File: src/rtl/runway_pkg.sv
// runway_pkg
// Shared definitions for the runway allocator slice.
//   RUNWAY_ANY / RUNWAY_SPECIFIC : encoding of the "any runway" request bit
//   rwWidth()                    : runway index width, at least 1 bit
//   entryWidth()                 : width of a wait-queue entry laid out as
//                                  {id, any, runway}, id in the MSBs
package runway_pkg;

  typedef enum logic {
    RUNWAY_SPECIFIC = 1'b0,
    RUNWAY_ANY      = 1'b1
  } runwaySel_e;

  function automatic int rwWidth(input int nRunways);
    return (nRunways > 1) ? $clog2(nRunways) : 1;
  endfunction

  function automatic int entryWidth(input int idW, input int nRunways);
    return idW + 1 + rwWidth(nRunways);
  endfunction

endpackage

File: src/rtl/runway_timer.sv
// runway_timer
// Occupancy timer for one runway. A load starts a HOLD_CYCLES countdown and
// raises busy; busy drops at the edge where the count reaches zero, so it is
// high for exactly HOLD_CYCLES enabled cycles. Everything freezes while en=0.
//   clk  : clock, rising edge
//   rst  : asynchronous active-high reset
//   en   : global enable
//   load : start a new occupancy (only issued while the runway is free)
//   busy : registered occupied flag
module runway_timer
  import runway_pkg::*;
#(
  parameter int HOLD_CYCLES = 16
) (
  input  logic clk,
  input  logic rst,
  input  logic en,
  input  logic load,
  output logic busy
);

  localparam int TW = $clog2(HOLD_CYCLES + 1);

  logic [TW-1:0] timer_q, timer_d;
  logic          busy_q, busy_d;

  // Next count: reload on a grant, otherwise count down and park at zero.
  // busy follows the next count so it clears on the same edge the count
  // hits zero.
  always_comb begin
    timer_d = timer_q;
    if (en) begin
      if (load) begin
        timer_d = TW'(HOLD_CYCLES);
      end else if (timer_q != '0) begin
        timer_d = timer_q - TW'(1);
      end
    end
    busy_d = (timer_d != '0);
  end

  // Count and busy flag registers; reset discards any occupancy at once.
  always_ff @(posedge clk or posedge rst) begin
    if (rst) begin
      timer_q <= '0;
      busy_q  <= 1'b0;
    end else begin
      timer_q <= timer_d;
      busy_q  <= busy_d;
    end
  end

  assign busy = busy_q;

endmodule

File: src/rtl/runway_allocator.sv
// runway_allocator
// Grants landing/take-off requests to one of N_RUNWAYS runways, holds each
// granted runway busy for HOLD_CYCLES, and parks requests that cannot be
// served in a strict-FIFO wait queue of QUEUE_DEPTH entries.
// Optional feature macro: RUNWAY_EMERGENCY_EN adds req_emerg; emergency
// requests bypass the queue and stall (req_ready=0) when no runway fits.
//   clk, rst          : clock (rising edge), async active-high reset
//   en                : global enable, freezes the block when low
//   req_valid/ready   : request handshake
//   req_id            : flight ID
//   req_any           : 1 = any runway, 0 = req_runway only
//   req_runway        : requested runway index
//   req_emerg         : emergency request (RUNWAY_EMERGENCY_EN only)
//   grant_valid/id/runway : one-cycle grant pulse and its payload
//   busy              : per-runway occupied flags
//   waiting           : queue non-empty
//   queue_count       : queue occupancy
//   overflow          : sticky, set by an accepted non-existent runway
module runway_allocator
  import runway_pkg::*;
#(
  parameter int N_RUNWAYS   = 2,
  parameter int HOLD_CYCLES = 16,
  parameter int QUEUE_DEPTH = 4,
  parameter int ID_W        = 4,
  localparam int RW_W       = rwWidth(N_RUNWAYS),
  localparam int CW         = $clog2(QUEUE_DEPTH) + 1
) (
  input  logic                 clk,
  input  logic                 rst,
  input  logic                 en,
  input  logic                 req_valid,
  output logic                 req_ready,
  input  logic [ID_W-1:0]      req_id,
  input  logic                 req_any,
  input  logic [RW_W-1:0]      req_runway,
`ifdef RUNWAY_EMERGENCY_EN
  input  logic                 req_emerg,
`endif
  output logic                 grant_valid,
  output logic [ID_W-1:0]      grant_id,
  output logic [RW_W-1:0]      grant_runway,
  output logic [N_RUNWAYS-1:0] busy,
  output logic                 waiting,
  output logic [CW-1:0]        queue_count,
  output logic                 overflow
);

  localparam int PW = $clog2(QUEUE_DEPTH);
  localparam int EW = entryWidth(ID_W, N_RUNWAYS);

  logic [EW-1:0]        queue_q [QUEUE_DEPTH];
  logic [PW-1:0]        rdPtr_q, wrPtr_q;
  logic [CW-1:0]        count_q, count_d;
  logic                 waiting_q;
  logic                 grantValid_q;
  logic [ID_W-1:0]      grantId_q;
  logic [RW_W-1:0]      grantRunway_q;
  logic                 overflow_q;

  logic [N_RUNWAYS-1:0] busyVec;
  logic [N_RUNWAYS-1:0] loadVec;
  logic [ID_W-1:0]      headId;
  logic                 headAny;
  logic [RW_W-1:0]      headRw;
  logic                 headFound, newFound;
  logic [RW_W-1:0]      headPick, newPick;
  logic                 queueEmpty, queueFull;
  logic                 accept, emergGrant, overflowSet;
  logic                 grantFire, push, pop;
  logic [ID_W-1:0]      grantId;
  logic [RW_W-1:0]      grantRw;

  // Lowest-index free runway matching the request; an index past the last
  // runway never matches, so such a request can only wait.
  function automatic logic [RW_W:0] pickRunway(input logic anyBit,
                                               input logic [RW_W-1:0] rw,
                                               input logic [N_RUNWAYS-1:0] busyV);
    logic          found;
    logic [RW_W-1:0] pick;
    found = 1'b0;
    pick  = '0;
    for (int i = 0; i < N_RUNWAYS; i++) begin
      if (!found && !busyV[i] &&
          (runwaySel_e'(anyBit) == RUNWAY_ANY || rw == RW_W'(i))) begin
        found = 1'b1;
        pick  = RW_W'(i);
      end
    end
    return {found, pick};
  endfunction

  assign {headId, headAny, headRw} = queue_q[rdPtr_q];

  // Handshake and eligibility. Ready looks only at the registered count, so
  // a pop in this cycle never makes room for a push in the same cycle.
  always_comb begin
    queueEmpty             = (count_q == '0);
    queueFull              = (count_q == CW'(QUEUE_DEPTH));
    {headFound, headPick}  = pickRunway(headAny, headRw, busyVec);
    {newFound, newPick}    = pickRunway(req_any, req_runway, busyVec);
`ifdef RUNWAY_EMERGENCY_EN
    req_ready  = en && (req_emerg ? newFound : !queueFull);
    accept     = req_valid && req_ready;
    emergGrant = accept && req_emerg;
`else
    req_ready  = en && !queueFull;
    accept     = req_valid && req_ready;
    emergGrant = 1'b0;
`endif
    overflowSet = accept && !req_any && (32'(req_runway) >= N_RUNWAYS);
  end

  // Single grant per cycle: emergency first, then the queue head, then a new
  // request only when nothing is queued. Anything accepted but not granted
  // goes to the tail, which keeps arrival order even behind a blocked head.
  always_comb begin
    grantFire = 1'b0;
    grantId   = '0;
    grantRw   = '0;
    push      = 1'b0;
    pop       = 1'b0;
    if (en) begin
      if (emergGrant) begin
        grantFire = 1'b1;
        grantId   = req_id;
        grantRw   = newPick;
      end else if (!queueEmpty && headFound) begin
        grantFire = 1'b1;
        grantId   = headId;
        grantRw   = headPick;
        pop       = 1'b1;
        push      = accept;
      end else if (queueEmpty && accept && newFound) begin
        grantFire = 1'b1;
        grantId   = req_id;
        grantRw   = newPick;
      end else begin
        push      = accept;
      end
    end
    count_d = count_q + CW'(push) - CW'(pop);
    for (int r = 0; r < N_RUNWAYS; r++) begin
      loadVec[r] = grantFire && (grantRw == RW_W'(r));
    end
  end

  // One occupancy timer per runway.
  for (genvar r = 0; r < N_RUNWAYS; r++) begin : gTimer
    runway_timer #(
      .HOLD_CYCLES(HOLD_CYCLES)
    ) uTimer (
      .clk  (clk),
      .rst  (rst),
      .en   (en),
      .load (loadVec[r]),
      .busy (busyVec[r])
    );
  end

  // Queue storage, pointers and all output registers. Pointers wrap
  // naturally because the depth is a power of two.
  always_ff @(posedge clk or posedge rst) begin
    if (rst) begin
      for (int i = 0; i < QUEUE_DEPTH; i++) begin
        queue_q[i] <= '0;
      end
      rdPtr_q       <= '0;
      wrPtr_q       <= '0;
      count_q       <= '0;
      waiting_q     <= 1'b0;
      grantValid_q  <= 1'b0;
      grantId_q     <= '0;
      grantRunway_q <= '0;
      overflow_q    <= 1'b0;
    end else begin
      if (push) begin
        queue_q[wrPtr_q] <= {req_id, req_any, req_runway};
        wrPtr_q          <= wrPtr_q + PW'(1);
      end
      if (pop) begin
        rdPtr_q <= rdPtr_q + PW'(1);
      end
      count_q      <= count_d;
      waiting_q    <= (count_d != '0);
      grantValid_q <= grantFire;
      if (grantFire) begin
        grantId_q     <= grantId;
        grantRunway_q <= grantRw;
      end
      overflow_q <= overflow_q | overflowSet;
    end
  end

  assign grant_valid  = grantValid_q;
  assign grant_id     = grantId_q;
  assign grant_runway = grantRunway_q;
  assign busy         = busyVec;
  assign waiting      = waiting_q;
  assign queue_count  = count_q;
  assign overflow     = overflow_q;

endmodule

File: config.mk
export PLATFORM = sky130hd
export DESIGN_NAME = runway_allocator
export DESIGN_NICKNAME = d
export VERILOG_FILES = /design/src/rtl/runway_pkg.sv /design/src/rtl/runway_timer.sv /design/src/rtl/runway_allocator.sv
export SDC_FILE = /design/constraint.sdc
export NUM_CORES = 1
export LEC_CHECK = 0
export CORE_ASPECT_RATIO = 1.4
export CORE_UTILIZATION = 52
export CTS_BUF_LIST = sky130_fd_sc_hd__clkbuf_2
export CTS_CLUSTER_SIZE = 40
export DETAILED_ROUTE_END_ITERATION = 7
export PLACE_DENSITY_LB_ADDON = 0.1
export SYNTH_ARGS = -nofsm -noshare
export SYNTH_HDL_FRONTEND = slang
export SYNTH_SLANG_ARGS = --single-unit
File: constraint.sdc
create_clock -name clk -period 4.8 [get_ports clk]
set_input_delay 0.72 -clock clk [delete_from_list [all_inputs] [get_ports clk]]
set_output_delay 0.72 -clock clk [all_outputs]
set_load 0.03 [all_outputs]
Word level (Yosys, flattened, before mapping)

Index checks and enable logic that the tools add are counted.

Flip-flop bits (word level): 50
Word-level logic and storage cells: 92
Bits of input ports: 10
Output and inout port bits: 14

Reductions and logical operators: 30
Add/sub/neg operators: 6
Mux-type cells: 32
Bitwise gates (word level): 5
Order comparisons: 3
Eq/ne operators: 1

Operator list:

| operator                                                  | count |
|---|---|
| two-way mux 5 bit                                         | 6 |
| bitwise mux 24 bit                                        | 1 |
| nonzero test 5 bit                                        | 4 |
| two-way mux 6 bit                                         | 3 |
| two-way mux 1 bit                                         | 17 |
| logical AND 1 bit                                         | 14 |
| binary-select mux 6 bit (select 2 bit)                    | 1 |
| demux 6 bit (select 2 bit)                                | 1 |
| two-way mux 4 bit                                         | 3 |
| subtractor 5 x 1 -> 5 bit (second input constant)         | 2 |
| greater-or-equal comparator 3 bit (second input constant) | 2 |
| zero test 1 bit                                           | 6 |
| NOT 2 -> 3 bit                                            | 2 |
| adder 2 x 1 -> 2 bit (second input constant)              | 2 |
| logical OR 1 bit                                          | 4 |
| adder 3 x 1 -> 3 bit                                      | 1 |
| == test 3 bit (second input constant)                     | 1 |
| zero test 3 bit                                           | 1 |
| < comparator 3 x 1 -> 1 bit (second input constant)       | 1 |
| NOT 1 bit                                                 | 3 |
| nonzero test 3 bit                                        | 1 |
| subtractor 3 x 1 -> 3 bit                                 | 1 |

Depth between registers and ports, before layout

Depth after elaboration: 20
Depth in mapped cells: 11
Gate-level depth less buffers: 10

Modules after synthesis

Synthesis repeated with hierarchy kept, for this count alone.

Cells, all modules: 207
Area total of the unflattened synthesis: 2547.4 um^2

Modules (own cells, without submodules):

| module           | area an instance (um^2) | instances | sequential area each (um^2) | cells each |
|---|---|---|---|---|
| runway_allocator | 1899.3                  | 1         | 950.9                       | 141 |
| runway_timer     | 324.1                   | 2         | 150.1                       | 33 |

Worst setup path before layout

Ideal clock, no wire load.

Kind: input to register
Start: input en
End: register waiting_q (netlist: waiting)
Library setup time: 131 ps
Arrival time: 3596 ps
Data required time: 4669 ps
Path buffers: 2
Stages: 11
Slack: 1073 ps
Path through: clkbuf_1 > a21boi_0 > o211a_1 > clkbuf_1 > inv_1 > ha_1 > inv_1 > ha_1 > fa_1 > xnor2_1 > or3_1

Word-level cells in the longest chain between the ends: 10
Elaborated cells on any way between the ends: 11
Those cells by class: 2 x add/sub; 4 x mux; 5 x reduce/logical

Ends and longest elaborated chain:

| item                           | line                    | RTL |
|---|---|---|
| from (decl)                    | runway_allocator.sv:31  | `input logic en,` |
| logical AND 1 bit (*)          | runway_allocator.sv:107 | `req_ready = en && !queueFull;` |
| named net req_ready            | runway_allocator.sv:33  | `output logic req_ready,` |
| logical AND 1 bit (*)          | runway_allocator.sv:108 | `accept = req_valid && req_ready;` |
| logical AND 1 bit (2 in a row) | runway_allocator.sv:134 | `end else if (queueEmpty && accept && newFound) begin` |
| two-way mux 1 bit              | runway_allocator.sv:134 |  |
| two-way mux 1 bit (*)          | runway_allocator.sv:128 | `end else if (!queueEmpty && headFound) begin` |
| two-way mux 1 bit (*)          | runway_allocator.sv:123 | `if (en) begin` |
| adder 3 x 1 -> 3 bit (*)       | runway_allocator.sv:142 | `count_d = count_q + CW'(push) - CW'(pop);` |
| subtractor 3 x 1 -> 3 bit (*)  | runway_allocator.sv:142 |  |
| named net count_d[2]           | runway_allocator.sv:54  | `logic [CW-1:0] count_q, count_d;` |
| nonzero test 3 bit (*)         | runway_allocator.sv:185 | `waiting_q <= (count_d != '0);` |
| to (signal assigned)           | runway_allocator.sv:185 |  |
| to (decl)                      | runway_allocator.sv:55  | `logic waiting_q;` |

The timed path passes the listed nets; every way through them passes the cells marked *.
A chain may end at the register's enable or synchronous reset.

Worst setup path in the final report

Start: register rdPtr_q[0]
End: register waiting_q (netlist: waiting)

Elaborated cells on any way between the ends: 21
Those cells by class: 2 x add/sub; 9 x mux; 2 x bitwise; 8 x reduce/logical

RTL lines:

| item                                                     | line                    | RTL |
|---|---|---|
| from (decl)                                              | runway_allocator.sv:53  | `logic [PW-1:0] rdPtr_q, wrPtr_q;` |
| from (signal assigned)                                   | runway_allocator.sv:182 | `rdPtr_q <= rdPtr_q + PW'(1);` |
| NOT 2 -> 3 bit (not written as such) (*)                 | runway_allocator.sv:93  | `assign {headId, headAny, headRw} = queue_q[rdPtr_q];` |
| binary-select mux 6 bit (select 2 bit) (*)               | runway_allocator.sv:93  |  |
| two-way mux 6 bit (not written as such) (*) (2 in a row) | runway_allocator.sv:93  |  |
| NOT 1 bit                                                | runway_allocator.sv:85  | `(runwaySel_e'(anyBit) == RUNWAY_ANY \|\| rw == RW_W'(i))) begin` |
| logical OR 1 bit                                         | runway_allocator.sv:85  |  |
| logical AND 1 bit                                        | runway_allocator.sv:84  | `if (!found && !busyV[i] &&` |
| two-way mux 1 bit                                        | runway_allocator.sv:84  |  |
| zero test 1 bit                                          | runway_allocator.sv:84  |  |
| logical AND 1 bit (2 in a row)                           | runway_allocator.sv:84  |  |
| two-way mux 1 bit (*)                                    | runway_allocator.sv:84  |  |
| logical AND 1 bit (*)                                    | runway_allocator.sv:128 |  |
| two-way mux 1 bit (*)                                    | runway_allocator.sv:128 |  |
| two-way mux 1 bit (*)                                    | runway_allocator.sv:123 |  |
| named net pop                                            | runway_allocator.sv:70  | `logic grantFire, push, pop;` |
| subtractor 3 x 1 -> 3 bit (*)                            | runway_allocator.sv:142 |  |
| named net count_d[1]                                     | runway_allocator.sv:54  |  |
| nonzero test 3 bit (*)                                   | runway_allocator.sv:185 |  |

The timed path passes the listed nets; every way through them passes the cells marked *. The select of a mux whose other input is x is not followed.

==> results.py <==
metrics = {
    "yosys": {
        "syn-num-nets": 236,
        "syn-cell-area_sq_mm": 0.00257,
        "synth_compound_area_frac": 0.115,
        "synth-seq-cells": 50,
        "synth_xor_area_frac": 0.0307,
        "yosys.area_share.simple": 0.113,
        "ys_types": 49,
        "yosysSeqAreaShare": 0.487,
        "ys.flop_type": "dfrtp_1",
        "synthArstFlopShare": 1.00,
        "synth_fa_ha_area_frac": 0.0468,
        "synth_top_family_by_area": "multiplexers",
        "synth_warnings": 0,
        "synthMuxAreaShare": 0.166,
        "avgSynthCellArea_sq_um": 11.8,
        "synth_cells": 217,
        "synth_edf_count": 0,
    },
    "global_routing": {
        "grt_usage": 0.220,
        "grt_max_degree": 51,
        "grt_pass1_vias": 1823,
        "grt_pass1_wl_mm": 8.49,
        "antenna_found_initial": 0,
        "gr-total-overflow": 0,
    },
    "timing": {
        "finClkSkew_ns": 0.0273,
        "min_period_over_period": 0.653,
        "finalSetupViolCount": 0,
        "max_freq_mhz": 319,
        "drv_slew": 0,
        "setup_tns_ns": 0,
        "timing_worst_slew_pin_value_ns": 1.02,
        "fin_crit_ns": 3.14,
        "rsz0062_at_grt": "no",
        "hold_violations": 0,
        "relSlewSlack": 0.322,
    },
    "critical_path": {
        "crit_fanout": 8,
        "worstPathArrival_ns": 3.48,
        "crit_family": "adder cells",
        "crit_path_top_delay_cell": "dfrtp_1",
        "critPathKind": "flip-flop to flip-flop",
        "crit_chain": "mux4_2 > nor2b_2 > a22oi_4 > ha_1 > inv_1 > ha_1 > fa_1 > or3_1",
        "cpPeakStageDelay_ns": 0.68,
        "cp.buffers_inverters": 1,
        "required_ns": 5.15,
        "critical_path.most_common_cell": "ha_1",
        "critPathLaunchType": "flip-flop",
        "cp-end-kind": "flip-flop",
    },
    "cts": {
        "tritoncts": "yes",
        "cts_inserted_buffers": 5,
        "cts_buffer_depth": 2,
        "ctsResizeCount": 0,
        "clockRootBuffer": "clkbuf_2",
        "cts_htree_levels": 2,
        "cts.clk_slew.worst_paths_ns": 0.24,
        "cts_hold_buf": 0,
        "insertion_delay_ns": 0.42,
        "cts_setup_buffers": 0,
        "cts_num_sinks": 50,
    },
    "cells_and_area": {
        "final_cell_mix": "dfrtp_1, clkdlybuf4s50_1, mux2_2",
        "drive_above_1_share": 0.158,
        "final_nets": 258,
        "layout_commonest_cell": "dfrtp_1",
        "stdcell_area_sq_mm": 0.00289,
        "diodes": 0,
        "syn2layout_area_growth_pct": 12.6,
    },
    "die": {
        "die_area_sq_mm": 0.00523,
        "core-area_sq_mm": 0.00464,
        "ioPinCount": 24,
        "start_util": 0.553,
        "dieHeight_um": 85.2,
        "die_x_um": 61.4,
        "placementRows": 29,
    },
    "drt": {
        "avgViaCountPerCell": 5.72,
        "firstDrtPassIters": 4,
        "drtIter0Drc": 124,
        "wirelength_mm": 4.97,
        "drcViolationCount": 0,
        "ant_nets": 0,
        "wire_per_inst_um": 16.4,
        "num_vias": 1726,
    },
    "power": {
        "p_leak_nw": 1.25,
        "p_per_area_mw_per_mm2": 643,
        "power.share.sequential": 0.432,
        "power.internal_mw": 1.14,
        "p_sw_frac": 0.387,
        "clkPwrFrac": 0.118,
        "switchingPower_mw": 0.720,
        "max-vdd-ir-drop_v": 0.000346,
        "pwr-share-comb": 0.450,
    },
    "placed_design": {
        "dp_hpwl_mm": 3.75,
        "portBuffers": 22,
        "routabilityCongestion": 0.866,
        "place_area_sq_mm": 0.00283,
    },
    "job": {
        "max-cap-violations": 0,
    },
    "hold_path": {
        "hp-class": "flip-flop to flip-flop",
    },
    "outcome": {
        "outcome": "completed",
    },
}
[cell usage after synthesis, types with 5 or more instances]
| master | count | area share |
|---|---|---|
| nor2_1 | 15 | 0.022 |
| dfrtp_1 | 50 | 0.49 |
| mux2_1 | 8 | 0.035 |
| mux4_2 | 6 | 0.053 |
| or3_1 | 6 | 0.015 |
| inv_1 | 13 | 0.019 |
| xnor2_1 | 6 | 0.020 |
| o21ai_0 | 7 | 0.014 |
| ha_1 | 8 | 0.039 |
| mux2_2 | 16 | 0.070 |
| nand2_1 | 13 | 0.019 |
| nor3_1 | 5 | 0.0097 |
[path summary, 6_finish.rpt]
kind | start | to | slack (ns) | depth (start not counted)
min in group asynchronous | rst | grant_id[2]$_DFFE_PP0P_ | 0.82 | 2
worst max register to register | rdPtr_q[0]$_DFFE_PP0P_ | waiting$_DFF_PP0_ | 1.66 | 8
worst max-delay path | rdPtr_q[0]$_DFFE_PP0P_ | waiting$_DFF_PP0_ | 1.66 | 8
max in group asynchronous | rst | queue_q[0]$_DFFE_PP0P_ | 3.33 | 2
worst min-delay path | queue_q[22]$_DFFE_PP0P_ | queue_q[22]$_DFFE_PP0P_ | 0.52 | 1
worst min register to register | queue_q[22]$_DFFE_PP0P_ | queue_q[22]$_DFFE_PP0P_ | 0.52 | 1
[power by group through the flow]
stage               clock network [mW]  logic (mW)  registers, mW
floorplan                            0       0.600          0.813
global placement                     0       0.807          0.792
detailed placement                   0       0.843          0.813
CTS                              0.227       0.844          0.803
global route                     0.243       0.919          0.832
finish                           0.219       0.837          0.804
[metal layers]
metal  vias to the layer above  part of all wire  track usage
li1                        815                 -            -
met1                       882              0.40        0.251
met2                        24              0.56        0.403
met3                         5             0.024       0.0381
met4                         0             0.011       0.0626
met5                         -                 0            0
[registers in the layout (all words and copies together), names as in the netlist]
| register | flops |
|---|---|
| queue_count | 3 |
| grant_valid | 1 |
| rdPtr_q | 2 |
| waiting | 1 |
| gTimer.uTimer.timer_q | 10 |
| gTimer.uTimer.busy | 2 |
| grant_runway | 1 |
| wrPtr_q | 2 |
| grant_id | 4 |
| queue_q | 24 |
[metrics by stage]
| stage | power (mW) | cells | worst slack (ns) | utilization | hold slack [ns] |
|---|---|---|---|---|---|
| after detailed placement | 1.66 | 294 | 1.23 | 0.608 | 0.480 |
| final | 1.86 | 302 | 1.66 | 0.623 | 0.524 |
| after CTS | 1.87 | 302 | 1.62 | 0.623 | 0.529 |
| after global routing | 1.99 | 302 | 1.48 | 0.623 | 0.541 |
| after floorplan | 1.41 | 217 | 1.07 | - | 0.459 |
| after global placement | 1.60 | 294 | 1.33 | 0.608 | 0.470 |
[kinds of logic (layout without fill, tap and decap cells)]
| family | after synthesis | in the layout |
|---|---|---|
| simple gates | 56 | 56 |
| fa+ha+maj | 9 | 9 |
| other cells | 1 | 1 |
| mux | 32 | 32 |
| xor+xnor | 9 | 9 |
| compound gates | 38 | 38 |
| flops | 50 | 50 |
| buf+inv | 22 | 45 |
[area by class of cell]
type                    instances  area (sq um)
repair buffers                 23           228
multi-input cells             145          1220
flip-flops and latches         50          1250
clock buffers                   6          30.0
inverters                      14          52.6
fillers                       405          1750
clock inverters                 2          37.5
well taps                      62          77.6
No activity file was read; power rests on OpenSTA's default activity.
